<file path="config.mk">
export PLATFORM = sky130hd
export DESIGN_NAME = mult6x6_pp_accum_flat
export DESIGN_NICKNAME = d
export VERILOG_FILES = /design/src/rtl/mult6x6_pp_accum_if.sv /design/src/rtl/mult6x6_pp_accum.sv /design/src/flat_wrapper.sv
export SDC_FILE = /design/constraint.sdc
export NUM_CORES = 1
export LEC_CHECK = 0
export ABC_AREA = 1
export CORE_MARGIN = 1
export CORE_UTILIZATION = 55
export DETAILED_ROUTE_END_ITERATION = 8
export PLACE_DENSITY = 0.8
export SYNTH_ARGS = -nofsm -noshare
export SYNTH_HDL_FRONTEND = slang
export SYNTH_SLANG_ARGS = --single-unit
</file>
<file path="constraint.sdc">
create_clock -name clk -period 5.36 [get_ports clk]
set_clock_uncertainty 0.2 [all_clocks]
set_input_delay 0.804 -clock clk [delete_from_list [all_inputs] [get_ports clk]]
set_output_delay 0.804 -clock clk [all_outputs]
set_load 0.03 [all_outputs]
</file>
<file path="src/rtl/mult6x6_pp_accum_if.sv">
// Handshake bundle between the digit-product source, the recombine/accumulate stage and the requant consumer.
// The master side drives the product sets and out_ready; the slave side is mult6x6_pp_accum.
interface mult6x6_pp_accum_if #(
    parameter int ACC_W = 20,
    parameter int CNT_W = 7
);
    logic             in_valid;
    logic             in_ready;
    logic             in_last;
    logic [6:0]       pp_hh;
    logic [6:0]       pp_hl;
    logic [6:0]       pp_lh;
    logic [6:0]       pp_ll;
    logic             out_valid;
    logic             out_ready;
    logic [ACC_W-1:0] out_acc;
    logic [CNT_W-1:0] out_cnt;
    logic             out_forced;
    logic             out_sat;

    modport master (
        output in_valid, in_last, pp_hh, pp_hl, pp_lh, pp_ll, out_ready,
        input  in_ready, out_valid, out_acc, out_cnt, out_forced, out_sat
    );

    modport slave (
        input  in_valid, in_last, pp_hh, pp_hl, pp_lh, pp_ll, out_ready,
        output in_ready, out_valid, out_acc, out_cnt, out_forced, out_sat
    );
endinterface

</file>
<file path="src/rtl/mult6x6_pp_accum.sv">
// Recombines four 3x3 digit products into a 12-bit product and accumulates one kernel window.
// Optional macro MPP_ACC_SAT_EN: saturating accumulation with a sticky per-window out_sat flag.
module mult6x6_pp_accum #(
    parameter int ACC_W     = 20,
    parameter int MAX_TERMS = 64,
    parameter int CNT_W     = 7
) (
    input  logic                 clk,
    input  logic                 rst,
    mult6x6_pp_accum_if.slave    bus
);

    function automatic logic [11:0] sext7_12(input logic [6:0] v);
        return {{5{v[6]}}, v};
    endfunction

    logic             r_s1_valid;
    logic             r_s1_last;
    logic [11:0]      r_s1_prod;
    logic [ACC_W-1:0] r_acc;
    logic [CNT_W-1:0] r_cnt;
    logic             r_out_valid;
    logic [ACC_W-1:0] r_out_acc;
    logic [CNT_W-1:0] r_out_cnt;
    logic             r_out_forced;
    logic             r_out_sat;

    logic [11:0]      w_prod12;
    logic [CNT_W-1:0] w_cnt_inc;
    logic             w_close;
    logic             w_s2_go;
    logic             w_s2_fire;
    logic             w_in_ready;
    logic [ACC_W-1:0] w_sum;
    logic             w_win_sat;

    // S1 recombine and S2 control; a stall only arises when a closing term meets a held result
    always_comb begin
        w_prod12   = (sext7_12(bus.pp_hh) << 6) + (sext7_12(bus.pp_hl) << 3)
                   + (sext7_12(bus.pp_lh) << 3) + sext7_12(bus.pp_ll);
        w_cnt_inc  = r_cnt + {{(CNT_W-1){1'b0}}, 1'b1};
        w_close    = r_s1_last || (w_cnt_inc == CNT_W'(MAX_TERMS));
        w_s2_go    = !(w_close && r_out_valid && !bus.out_ready);
        w_s2_fire  = r_s1_valid && w_s2_go;
        w_in_ready = !r_s1_valid || w_s2_go;
    end

`ifdef MPP_ACC_SAT_EN
    logic [ACC_W:0] w_sum_wide;
    logic           w_clamp;
    logic           r_sat;

    // one guard bit exposes overflow so the sum can clamp to the signed range
    always_comb begin
        w_sum_wide = (ACC_W+1)'(signed'(r_acc)) + (ACC_W+1)'(signed'(r_s1_prod));
        if (w_sum_wide[ACC_W] != w_sum_wide[ACC_W-1]) begin
            w_clamp = 1'b1;
            w_sum   = w_sum_wide[ACC_W] ? {1'b1, {(ACC_W-1){1'b0}}} : {1'b0, {(ACC_W-1){1'b1}}};
        end else begin
            w_clamp = 1'b0;
            w_sum   = w_sum_wide[ACC_W-1:0];
        end
        w_win_sat = r_sat || w_clamp;
    end

    // sticky window saturation flag, cleared when the window closes
    always_ff @(posedge clk) begin
        if (rst) begin
            r_sat <= 1'b0;
        end else if (w_s2_fire) begin
            r_sat <= w_close ? 1'b0 : w_win_sat;
        end else begin
            r_sat <= r_sat;
        end
    end
`else
    // wrapping accumulation, no saturation reporting
    always_comb begin
        w_sum     = r_acc + ACC_W'(signed'(r_s1_prod));
        w_win_sat = 1'b0;
    end
`endif

    // pipeline state: S1 product register, S2 accumulator and the held window result
    always_ff @(posedge clk) begin
        if (rst) begin
            r_s1_valid   <= 1'b0;
            r_s1_last    <= 1'b0;
            r_s1_prod    <= 12'd0;
            r_acc        <= {ACC_W{1'b0}};
            r_cnt        <= {CNT_W{1'b0}};
            r_out_valid  <= 1'b0;
            r_out_acc    <= {ACC_W{1'b0}};
            r_out_cnt    <= {CNT_W{1'b0}};
            r_out_forced <= 1'b0;
            r_out_sat    <= 1'b0;
        end else begin
            if (w_in_ready) begin
                r_s1_valid <= bus.in_valid;
                if (bus.in_valid) begin
                    r_s1_prod <= w_prod12;
                    r_s1_last <= bus.in_last;
                end
            end
            if (w_s2_fire) begin
                if (w_close) begin
                    r_out_acc    <= w_sum;
                    r_out_cnt    <= w_cnt_inc;
                    r_out_forced <= !r_s1_last;
                    r_out_sat    <= w_win_sat;
                    r_acc        <= {ACC_W{1'b0}};
                    r_cnt        <= {CNT_W{1'b0}};
                end else begin
                    r_acc <= w_sum;
                    r_cnt <= w_cnt_inc;
                end
            end
            // a new result landing in the same cycle as the handoff keeps out_valid high
            if (w_s2_fire && w_close) begin
                r_out_valid <= 1'b1;
            end else if (r_out_valid && bus.out_ready) begin
                r_out_valid <= 1'b0;
            end
        end
    end

    assign bus.in_ready   = w_in_ready;
    assign bus.out_valid  = r_out_valid;
    assign bus.out_acc    = r_out_acc;
    assign bus.out_cnt    = r_out_cnt;
    assign bus.out_forced = r_out_forced;
    assign bus.out_sat    = r_out_sat;

endmodule

</file>
<file path="src/flat_wrapper.sv">
// flat-port wrapper written by rule: the top's interface ports become plain ports
module mult6x6_pp_accum_flat 
#(
    parameter int ACC_W     = 20,
    parameter int MAX_TERMS = 64,
    parameter int CNT_W     = 7
)
  (clk, rst, bus_in_valid, bus_in_last, bus_pp_hh, bus_pp_hl, bus_pp_lh, bus_pp_ll, bus_out_ready, bus_in_ready, bus_out_valid, bus_out_acc, bus_out_cnt, bus_out_forced, bus_out_sat);
  mult6x6_pp_accum_if #(.ACC_W(ACC_W), .CNT_W(CNT_W)) bus_i ();
  input  logic clk;
  input  logic rst;
  input wire logic [$bits(bus_i.in_valid)-1:0] bus_in_valid;
  input wire logic [$bits(bus_i.in_last)-1:0] bus_in_last;
  input wire logic [$bits(bus_i.pp_hh)-1:0] bus_pp_hh;
  input wire logic [$bits(bus_i.pp_hl)-1:0] bus_pp_hl;
  input wire logic [$bits(bus_i.pp_lh)-1:0] bus_pp_lh;
  input wire logic [$bits(bus_i.pp_ll)-1:0] bus_pp_ll;
  input wire logic [$bits(bus_i.out_ready)-1:0] bus_out_ready;
  output wire logic [$bits(bus_i.in_ready)-1:0] bus_in_ready;
  output wire logic [$bits(bus_i.out_valid)-1:0] bus_out_valid;
  output wire logic [$bits(bus_i.out_acc)-1:0] bus_out_acc;
  output wire logic [$bits(bus_i.out_cnt)-1:0] bus_out_cnt;
  output wire logic [$bits(bus_i.out_forced)-1:0] bus_out_forced;
  output wire logic [$bits(bus_i.out_sat)-1:0] bus_out_sat;
  assign bus_i.in_valid = bus_in_valid;
  assign bus_i.in_last = bus_in_last;
  assign bus_i.pp_hh = bus_pp_hh;
  assign bus_i.pp_hl = bus_pp_hl;
  assign bus_i.pp_lh = bus_pp_lh;
  assign bus_i.pp_ll = bus_pp_ll;
  assign bus_i.out_ready = bus_out_ready;
  assign bus_in_ready = bus_i.in_ready;
  assign bus_out_valid = bus_i.out_valid;
  assign bus_out_acc = bus_i.out_acc;
  assign bus_out_cnt = bus_i.out_cnt;
  assign bus_out_forced = bus_i.out_forced;
  assign bus_out_sat = bus_i.out_sat;
  mult6x6_pp_accum #(.ACC_W(ACC_W), .MAX_TERMS(MAX_TERMS), .CNT_W(CNT_W)) u_core (.clk(clk), .rst(rst), .bus(bus_i));
endmodule
</file>
==> results.toml <==
[status]
status = "complete, no violations"

[pwr]
p_per_area_nw_per_um2 = 264.3
power.share.clock = 0.298
power.total_mw = 1.493
p_comb_frac = 0.314
ir_worst_vdd_uv = 131.6
p_switching_mw = 0.5217
p_leak_nw = 2.723
power.internal_mw = 0.9715
switching_share = 0.3494
power_frac_seq = 0.388

[synth]
synth.area.top_cells = "dfxtp_1, nand2_1, inv_1"
syn_inst = 709
synth_most_common_cell = "nand2_1"
synthArstFlopShare = 0
yosysWarnings = 0
yosys_register_bits = 70
yosys_most_used_dff = "dfxtp_1"
synth_nets = 786
synth_edf_count = 0
ys_top_cells_by_count = "nand2_1, inv_1, nor2_1, dfxtp_1, a21oi_1"
ys_types = 38
synth_top_area_share = 0.2897
yosysTopAreaCell = "dfxtp_1"
seq_area_frac_synth = 0.2897
synth.avg_cell_area_um2 = 6.822
synthesis.area_um2 = 4837

[worst_setup_path]
required_ns = 4.36
worstPathMaxFanout = 28
crit_type = "reg2out"
slowest_delay_ns = 0.72
worstPathCellList = "ha_1 -> nand2_1 -> o21ai_2 -> nand3_1 -> nor2_1 -> nand2_2 -> nand2_4 -> nand3_4 -> clkdlybuf4s50_1"
arrival_ns = 2.87
crit_path_end_kind = "output pin"
startpoint_type = "register"
critPathSlowestCell = "clkdlybuf4s50_1"

[detailed_routing]
dr.pass1.iters = 5
viasPerCell = 5.082
vias = 4411
drc_errors = 0
drt_wl_total_um = 10760
ant_nets = 0
wl_per_cell_um = 12.39
drt_iter0_markers = 184

[die]
die_x_um = 95.78
fp.coreArea_um2 = 8382
initial_core_util = 0.5771
die-area_um2 = 9174
io_pins = 64
row_count = 33
die_h_um = 95.78

[layout]
areaGrowthSynthToFinish_pct = 16.79
final_cells = 868
drive_gt1_frac = 0.08257
diodes = 0
finalNetCount = 835
stdcell_area_um2 = 5649

[timing]
worstMarginPinSlew_ns = 1.077
fmax_ghz = 0.2580
setup_viol = 0
maxSlewHeadroom = 0.2773
period_needed_ns = 3.875
drv_slew = 0
setup_ws_ns = 1.485
setup_tns_ns = 0
fin_crit_sh = 0.7230
hold_violations = 0
grt_setup_unrepaired = "false"

[flow_run]
cap_violations = 0

[clocking]
cts_hold_buffers = 0
insertion_delay_ns = 0.35
cts_sinks = 70
cts_made_buffers = 9
clock_path_buffers = 2
clk_pin_slew_worst_paths_ns = 0.08
postCtsResizedCells = 0
cts_root_buf = "clkbuf_8"
postCtsSetupRepairBufs = 0
h-tree-depth = 3
cts_tree = "built"

[min_path]
hp-class = "reg2reg"

[placed_design]
port_buffers = 61
place_hpwl_um = 8032
place_congestion = 0.9429
placed_area_um2 = 5441
place_ws_ns = 1.285
dp.cells = 852

[grt]
grt_start_max_net_pins = 51
grt_pass1_wl_um = 18730
grt_overflow_total = 0
track_usage = 0.2588
antenna_found_initial = 0
first_global_vias = 4253
[cell usage in the layout, fill, tap and decap left out]
master,n
a21o_1,1
a21oi_1,46
a21oi_2,19
a31oi_1,1
and2_1,2
buf_4,1
bufinv_16,1
clkbuf_8,10
clkdlybuf4s50_1,61
clkinv_1,2
clkinv_4,1
clkinvlp_4,3
conb_1,1
dfxtp_1,70
fa_1,14
ha_1,30
inv_1,105
inv_2,1
inv_6,1
nand2_1,205
nand2_2,12
nand2_4,2
nand3_1,35
nand3_2,7
nand3_4,1
nand3b_1,2
nand4_1,10
nor2_1,79
nor2_2,2
nor2b_1,1
nor3_1,4
o211ai_1,2
o21ai_0,4
o21ai_1,1
o21ai_2,1
o21bai_1,4
or2_2,1
xnor2_1,9
xor2_1,11
[worst max-delay path, delay by kind of cell, from the launching register on]
family                   cells  cell delay, ns
flip-flops                   1            0.44
AO/OA/AOI/OAI                1            0.17
adder cells (fa/ha/maj)      1            0.31
buffers and inverters        1            0.72
AND/OR/NAND/NOR              6            0.90
[sequential cells by signal, indices dropped and copies added, names as in the netlist]
name and cells:
u_core.r_s1_prod 12, u_core.bus.out_forced 1, u_core.bus.out_cnt 7, u_core.r_acc 20, u_core.r_cnt 7, u_core.bus.out_acc 20
u_core.r_s1_last 1, u_core.bus.out_valid 1, u_core.r_s1_valid 1
[cells by family after synthesis]
logic type,Yosys count,synth area share
compound gates,79,0.1011
xor+xnor,20,0.03621
fa+ha+maj,44,0.1355
buf+inv,132,0.1138
flops,70,0.2897
other cells,1,0.0007753
simple gates,363,0.3228
[layout make-up]
cell class,count,area (um2)
clock inverters,6,70.07
multi-input cells,507,2885
clock buffers,10,137.6
well taps,105,131.4
fillers,766,2733
flip-flops and latches,70,1401
repair buffers,62,618.1
inverters,108,405.4
[stage by stage]
stage | util | hold slack (ns)
6_report | 0.6740 | 0.2503
5_1_grt | 0.6740 | 0.2672
4_1_cts | 0.6740 | 0.2539
3_5_place_dp | 0.6492 | 0.2418
3_3_place_gp | 0.6492 | 0.2351
2_1_floorplan | - | 0.2445
[layer usage]
layer	GRT usage	routed length, um	vias up
met5	0	0	-
met1	0.3155	5012	1999
met3	0.05134	402	17
li1	-	-	2304
met2	0.4548	5179	91
met4	0.08582	161	0
[power by group through the flow]
stage,sequential (mW),combinational [mW],clock (mW)
after floorplan,0.597,0.340,0
after global placement,0.590,0.450,0
final,0.579,0.470,0.444
after detailed placement,0.591,0.464,0
after CTS,0.579,0.469,0.452
after global routing,0.584,0.528,0.473
[final timing paths]
path | slack (ns) | cells after the start | startpoint | to
setup reg to reg | 2.35 | 10 | u_core.r_cnt[1] | u_core.bus.out_cnt[4]
setup / recovery | 1.48 | 9 | u_core.r_cnt[1] | bus_in_ready
hold reg to reg | 0.25 | 2 | u_core.bus.out_forced | u_core.bus.out_forced
hold / removal | 0.25 | 2 | u_core.bus.out_forced | u_core.bus.out_forced
(Power assumes the default switching activity.)
